[src/rtl/reg_wb_arbiter.sv]
// Shares the single register-file write port between ALU and load write-back; one-cycle registered write.
// Readies are combinational; the loser of a conflict waits at most one cycle via a round-robin pointer.
module reg_wb_arbiter #(
    parameter bit ZERO_RO = 1'b0,
    parameter int CNT_W   = 8
) (
    input  logic             clk,
    input  logic             rst,
    input  logic             alu_valid,
    input  logic [3:0]       alu_addr,
    input  logic [15:0]      alu_data,
    output logic             alu_ready,
    input  logic             mem_valid,
    input  logic [3:0]       mem_addr,
    input  logic [15:0]      mem_data,
    output logic             mem_ready,
    output logic             RegWrite,
    output logic [3:0]       AddrC,
    output logic [15:0]      BusC,
    output logic [CNT_W-1:0] stall_cnt
);

    logic        rr;
    logic        grantAlu;
    logic        grantMem;
    logic        accept;
    logic        discard;
    logic        stalled;
    logic [3:0]  selAddr;
    logic [15:0] selData;

    // A same-address collision always goes to MEM so the younger ALU result lands last.
    always_comb begin
        grantMem = mem_valid & (~alu_valid | (alu_addr == mem_addr) | rr);
        grantAlu = alu_valid & ~grantMem;
        accept   = grantAlu | grantMem;
        selAddr  = grantMem ? mem_addr : alu_addr;
        selData  = grantMem ? mem_data : alu_data;
        discard  = ZERO_RO && (selAddr == 4'd0);
        stalled  = (alu_valid & ~grantAlu) | (mem_valid & ~grantMem);
    end

    assign alu_ready = grantAlu & ~rst;
    assign mem_ready = grantMem & ~rst;

    always_ff @(posedge clk or posedge rst) begin
        if (rst) begin
            RegWrite  <= 1'b0;
            AddrC     <= 4'd0;
            BusC      <= 16'd0;
            rr        <= 1'b0;
            stall_cnt <= '0;
        end else begin
            RegWrite <= accept & ~discard;
            if (accept & ~discard) begin
                AddrC <= selAddr;
                BusC  <= selData;
            end
            if (accept) begin
                rr <= grantAlu;
            end
            if (stalled && (stall_cnt != {CNT_W{1'b1}})) begin
                stall_cnt <= stall_cnt + CNT_W'(1);
            end
        end
    end

endmodule

[config.mk]
export PLATFORM = sky130hd
export DESIGN_NAME = reg_wb_arbiter
export DESIGN_NICKNAME = d
export VERILOG_FILES = /design/src/rtl/reg_wb_arbiter.sv
export SDC_FILE = /design/constraint.sdc
export NUM_CORES = 1
export LEC_CHECK = 0
export ABC_AREA = 1
export CAP_MARGIN = 20
export CORE_UTILIZATION = 38
export CTS_CLUSTER_DIAMETER = 60
export DETAILED_ROUTE_END_ITERATION = 12
export GPL_TIMING_DRIVEN = 1
export PLACE_DENSITY = 0.77
export SYNTH_ARGS = -nofsm -noshare
export SYNTH_HDL_FRONTEND = slang
export SYNTH_SLANG_ARGS = --single-unit
[constraint.sdc]
create_clock -name clk -period 1.54 [get_ports clk]
set_input_delay 0.462 -clock clk [delete_from_list [all_inputs] [get_ports clk]]
set_output_delay 0.462 -clock clk [all_outputs]
set_load 0.01 [all_outputs]
==> impl_metrics.env, run 1 <==
export IMPL_finalCriticalPeriod_ns=1.75
export IMPL_synth_seq_cells=30
export IMPL_avgSynthCellArea_um2=7.24
export IMPL_wl_mm=4.75
export IMPL_clkPwrFrac=0.237
export IMPL_drt_iter0_drc=98
export IMPL_overflow=0
export IMPL_clockBufferDepth=2
export IMPL_htreeDepth=2
export IMPL_die_width_um=68.5
export IMPL_synth_simple_gate_area_frac=0.369
export IMPL_synth_area_top_cells="dfrtp_1 (45%), nand2_1 (16%), nand3_1 (13%), inv_1 (7.1%), nor2_1 (6.0%)"
export IMPL_rsz0062_at_grt="yes"
export IMPL_finalInstanceArea_um2=2780
export IMPL_hpwlAfterDp_mm=3.35
export IMPL_grt_pass1_wl_mm=7.68
export IMPL_yosys_area_share_adder=0.00745
export IMPL_holdPathStages=3
export IMPL_critical_path_class="in -> out"
export IMPL_min_delay_start="mem_addr[1]"
export IMPL_reg2reg_depth=8
export IMPL_synth_mux_area_frac=0
export IMPL_antenna_found_initial=0
export IMPL_cp_max_fo=3
export IMPL_timing_fmax_ghz=0.572
export IMPL_first_pass_iters=4
export IMPL_dieHeight_um=68.5
export IMPL_finalSetupTns_ns=-0.364
export IMPL_hp_class="in -> reg"
export IMPL_clkLatencyLatePin_ns=0.28
export IMPL_start_kind="input port"
export IMPL_wl_per_cell_um=12.6
export IMPL_synthXorXnorAreaFrac=0.0365
export IMPL_nNetsFinal=374
export IMPL_synth_compound_area_share=0.0268
export IMPL_setup_worst_path_start="mem_addr[0]"
export IMPL_p_sw_uw=846
export IMPL_skew_ns=0.00273
export IMPL_track_usage=0.225
export IMPL_area_growth_pct=65.2
export IMPL_layout_drive_gt1_share=0.220
export IMPL_ant_nets=0
export IMPL_fillers=345
export IMPL_grt_pass1_vias=1695
export IMPL_crit_end="alu_ready"
export IMPL_critPathArrivalTime_ns=1.29
export IMPL_finalSetupViolCount=2
export IMPL_synth_edff_count=0
export IMPL_place_port_buffers=74
export IMPL_synth_top_family_by_area="simple AND/OR/NAND/NOR gates"
export IMPL_vdd_drop_max_mv=0.527
export IMPL_drcViolationCount=0
export IMPL_synth_fp_nets=277
export IMPL_place_congestion=0.810
export IMPL_syn_inst=232
export IMPL_synth_async_reset_ratio=1.00
export IMPL_start_util=0.408
export IMPL_mostFrequentLayoutCells="nand2_1 (60), nand3_1 (41), clkdlybuf4s50_1 (33)"
export IMPL_placementRows=23
export IMPL_slew_headroom=0.809
export IMPL_ys_types=22
export IMPL_cts_sinks=30
export IMPL_synth_top_cell_by_area="dfrtp_1"
export IMPL_antennaDiodeCount=0
export IMPL_root_buffer="clkbuf_8"
export IMPL_numCtsBuffers=5
export IMPL_layout_setup_ws_ns=-0.209
export IMPL_sequentialPowerShare=0.391
export IMPL_ios=75
export IMPL_min_period_over_period=1.14
export IMPL_intPower_uw=1760
export IMPL_dieArea_um2=4690
export IMPL_maxCapViolCount=0
export IMPL_multi_input_area_um2=795
export IMPL_r2r_end="stall_cnt[5]"
export IMPL_critPathRequiredTime_ns=1.08
export IMPL_fp_coreArea_um2=4120
export IMPL_reg2reg_setup_slack_ns=0.06
export IMPL_netlist_area_um2=1680
export IMPL_cts_tree="done"
export IMPL_synth_top_area_share=0.447
export IMPL_report_final_slew_viol_count=0
export IMPL_pwr_density_cell_nw_per_um2=941
export IMPL_placed_cell_area_um2=2580
export IMPL_violations="setup timing"
export IMPL_rr_startpoint="stall_cnt[0]"
export IMPL_status="complete, but fails checks"
export IMPL_max_slew_worst_pin_slew_ns=0.284
export IMPL_viasPerCell=4.71
export IMPL_switching_share=0.324
export IMPL_setup_worst_path_end_class="output pin"
export IMPL_ys_warn_count=0
export IMPL_final_common_cell="nand2_1"
export IMPL_hold_violations=0
export IMPL_clkTransAtPathRegs_ns=0.06
export IMPL_power_frac_comb=0.372
export IMPL_ys_seq_area_frac=0.447
export IMPL_num_vias=1782
export IMPL_grt_max_degree=25
export IMPL_p_leak_uw=0.00145
export IMPL_ys_flop_type="dfrtp_1"
export IMPL_final_seq_area_um2=751
-- power by group through the flow --
stage | Combinational (uW) | Clock, uW | Sequential (uW)
final | 971 | 620 | 1020
after global routing | 1070 | 670 | 1040
after CTS | 944 | 630 | 1020
after detailed placement | 974 | 0 | 1050
after global placement | 945 | 0 | 1050
after floorplan | 353 | 0 | 1120
-- how the worst min path moves through the flow --
stage,endpoint
3_3_place_gp,BusC[5]
2_1_floorplan,rr
3_5_place_dp,rr
6_report,AddrC[1]
4_1_cts,AddrC[1]
5_1_grt,AddrC[1]
-- through the flow --
| stage | power [uW] | hold slack (ns) | setup WS [ns] | instances | utilization |
|---|---|---|---|---|---|
| finish | 2610 | 0.430 | -0.209 | 378 | 0.674 |
| global route | 2780 | 0.461 | -0.276 | 378 | 0.674 |
| CTS | 2590 | 0.425 | -0.230 | 378 | 0.663 |
| detailed placement | 2020 | 0.472 | -1.06 | 362 | 0.626 |
| global placement | 1990 | 0.479 | -0.983 | 362 | 0.626 |
| floorplan | 1470 | 0.450 | -0.0258 | 232 | - |
-- logic make-up (layout without fill, tap and decap cells) --
kind of cell	Yosys count	in the layout
xor+xnor	7	7
simple gates	145	145
buf+inv	43	139
flops	30	30
compound gates	6	6
fa+ha+maj	1	1
-- what timing repair did --
item,4_1_cts,5_1_grt
hold buffers,0,0
pin swaps,17,14
gates resized for setup,94,19
buffers inserted,12,1
setup endpoints to repair,59,10
-- cell usage after synthesis, types with 2 or more instances --
cell,number
buf_4,2
buf_6,2
clkbuf_1,5
dfrtp_1,30
inv_1,32
nand2_1,70
nand2_2,2
nand3_1,42
nor2_1,27
o21ai_0,3
xnor2_1,2
xor2_1,5
-- routing by layer --
metal / up-vias / global-route usage / wire (um)
met4: 0 / 0.0938 / 63
met2: 42 / 0.387 / 2470
met1: 829 / 0.272 / 2040
li1: 901 / - / -
met5: - / 0 / 0
met3: 10 / 0.0461 / 175
-- area by class of cell --
cell class	instances	area share
multi-input combinational	159	0.286
tap	50	0.0225
timing repair buffer	100	0.344
sequential	30	0.271
inverter	33	0.0464
clock buffer	6	0.0298
-- flip-flops by register name, indices dropped and copies added (netlist names) --
name	flops
BusC	16
stall_cnt	8
AddrC	4
RegWrite	1
rr	1
-- worst max-delay path, stage by stage --
cell and delay, ns:
buf_8 0.10, nand2_2 0.07, nand2_2 0.06, nor2_2 0.11, nand2_1 0.08, nand2_2 0.09, nand2_4 0.07, nand2_2 0.08
nor2_2 0.03, buf_2 0.13
Power figures use the tool's default switching activity.
==> run 2: changes to the inputs <==
Settings changed: CTS_CLUSTER_SIZE from default to 30, GPL_ROUTABILITY_DRIVEN from default to 0.
Clock period 1.54 ns to 1.5 ns, I/O delays scaled along.
==> run 2 against run 1 <==
Net effect:
- the flow still finishes with violations (setup timing)
- combinational power rose by 11%
- sequential share of layout area fell by 0.42 points
- cell count grew 1.1%
- clock skew up 0.0022 ns
- via count is 2.0% higher
- count of clock-buffer cells in the layout rose by 1
- critical path type unchanged
- largest cell class unchanged
==> impl_metrics.env, run 2 (synthesized netlist as in run 1, its figures left out) <==
export IMPL_status="complete, but fails checks"
export IMPL_violations="setup timing"
export IMPL_vdd_drop_max_mv=0.476
export IMPL_final_seq_area_um2=751
export IMPL_final_common_cell="nand2_1"
export IMPL_max_slew_worst_pin_slew_ns=0.278
export IMPL_cp_max_fo=3
export IMPL_placed_cell_area_um2=2570
export IMPL_pre_cts_ws_ns=-1.02
export IMPL_mostFrequentLayoutCells="nand2_1 (61), nand3_1 (41), clkdlybuf4s50_1 (33)"
export IMPL_dieArea_um2=4690
export IMPL_overflow=0
export IMPL_largest_register="BusC"
export IMPL_hp_class="in -> reg"
export IMPL_largest_register_ffs=16
export IMPL_multi_input_area_um2=830
export IMPL_first_pass_iters=4
export IMPL_htreeDepth=2
export IMPL_num_vias=1818
export IMPL_finalInstanceArea_um2=2820
export IMPL_hpwlAfterDp_mm=3.13
export IMPL_layout_setup_ws_ns=-0.200
export IMPL_fillers=342
export IMPL_holdPathStages=3
export IMPL_critical_path_class="in -> out"
export IMPL_hold_buffers=0
export IMPL_r2r_end="stall_cnt[6]"
export IMPL_viasPerCell=4.76
export IMPL_reg2reg_setup_slack_ns=0.07
export IMPL_min_delay_start="mem_addr[0]"
export IMPL_ios=75
export IMPL_skew_ns=0.00488
export IMPL_cts_tree="done"
export IMPL_grt_max_degree=25
export IMPL_p_leak_uw=0.00147
export IMPL_fin_util=0.685
export IMPL_clockBufferDepth=2
export IMPL_finalSetupViolCount=2
export IMPL_drt_iter0_drc=86
export IMPL_min_period_over_period=1.13
export IMPL_hold_violations=0
export IMPL_placementRows=23
export IMPL_place_port_buffers=74
export IMPL_numCtsBuffers=5
export IMPL_drcViolationCount=0
export IMPL_antennaDiodeCount=0
export IMPL_clkLatencyLatePin_ns=0.28
export IMPL_setup_worst_path_end_class="output pin"
export IMPL_maxCapViolCount=0
export IMPL_antenna_found_initial=0
export IMPL_critPathArrivalTime_ns=1.25
export IMPL_cts_sinks=30
export IMPL_hold_end="AddrC[0]"
export IMPL_grt_pass1_wl_mm=7.40
export IMPL_ant_nets=0
export IMPL_reg_top3="BusC (16), stall_cnt (8), AddrC (4)"
export IMPL_slew_headroom=0.813
export IMPL_wl_per_cell_um=13.0
export IMPL_rr_startpoint="stall_cnt[1]"
export IMPL_report_final_slew_viol_count=0
export IMPL_rsz0062_at_grt="yes"
export IMPL_finalSetupTns_ns=-0.378
export IMPL_clkTransAtPathRegs_ns=0.06
export IMPL_fp_coreArea_um2=4120
export IMPL_pwr_density_cell_nw_per_um2=968
export IMPL_nNetsFinal=377
export IMPL_area_growth_pct=67.8
export IMPL_finalCriticalPeriod_ns=1.70
export IMPL_track_usage=0.218
export IMPL_wl_mm=4.95
export IMPL_grt_pass1_vias=1683
export IMPL_root_buffer="clkbuf_8"
export IMPL_reg2reg_depth=9
export IMPL_start_kind="input port"
export IMPL_critPathRequiredTime_ns=1.05
export IMPL_dieHeight_um=68.5
export IMPL_start_util=0.408
export IMPL_die_width_um=68.5
export IMPL_timing_fmax_ghz=0.588
export IMPL_layout_drive_gt1_share=0.235
run 2: layout make-up:
class | instances | area share
timing repair buffer | 103 | 0.343
multi-input combinational | 159 | 0.294
sequential | 30 | 0.266
inverter | 33 | 0.0475
clock buffer | 7 | 0.0271
tap | 50 | 0.0222
run 2: timing repair:
item                                    4_1_cts  5_1_grt
endpoints found under the setup margin       59       11
setup buffers                                13        3
endpoints found under the hold margin         0        0
resized for setup                            91       28
pin swaps                                    17       14
run 2: worst max-delay path, cell delays in order:
cell and delay, ns:
buf_8 0.08, inv_2 0.03, nand2_2 0.07, nand2_2 0.05
nor2_2 0.09, nand2_1 0.07, nand2_2 0.09, nand2_4 0.08
nand2_4 0.07, nor2_2 0.03, buf_2 0.13
run 2: metrics by stage:
stage / power, uW / hold slack, ns / instances
floorplan: 1510 / 0.450 / 232
global placement: 2040 / 0.479 / 361
detailed placement: 2060 / 0.472 / 361
CTS: 2640 / 0.417 / 380
global route: 2910 / 0.418 / 382
finish: 2730 / 0.425 / 382
run 2: layer usage:
metal | global-route usage | vias to the layer above | routed length [um]
li1 | - | 915 | -
met1 | 0.263 | 839 | 2180
met2 | 0.354 | 54 | 2410
met3 | 0.0576 | 10 | 241
met4 | 0.115 | 0 | 126
met5 | 0 | - | 0
run 2: how the worst max path moves through the flow:
stage           startpoint        end  slack, ns  depth (start not counted)
2_1_floorplan  alu_addr[0]  mem_ready      -0.04                          9
3_3_place_gp   mem_addr[2]  alu_ready      -1.00                         10
3_5_place_dp   mem_addr[0]  alu_ready      -1.02                         10
4_1_cts        mem_addr[2]  alu_ready      -0.24                         11
5_1_grt        alu_addr[2]  alu_ready      -0.28                         11
6_report       mem_addr[3]  alu_ready      -0.20                         11
run 2: report_power, final:
| group | switching [uW] | internal, uW | total [uW] |
|---|---|---|---|
| Combinational | 529 | 549 | 1080 |
| Clock | 291 | 319 | 610 |
| Sequential | 90.2 | 952 | 1040 |
| Total | 910 | 1820 | 2730 |
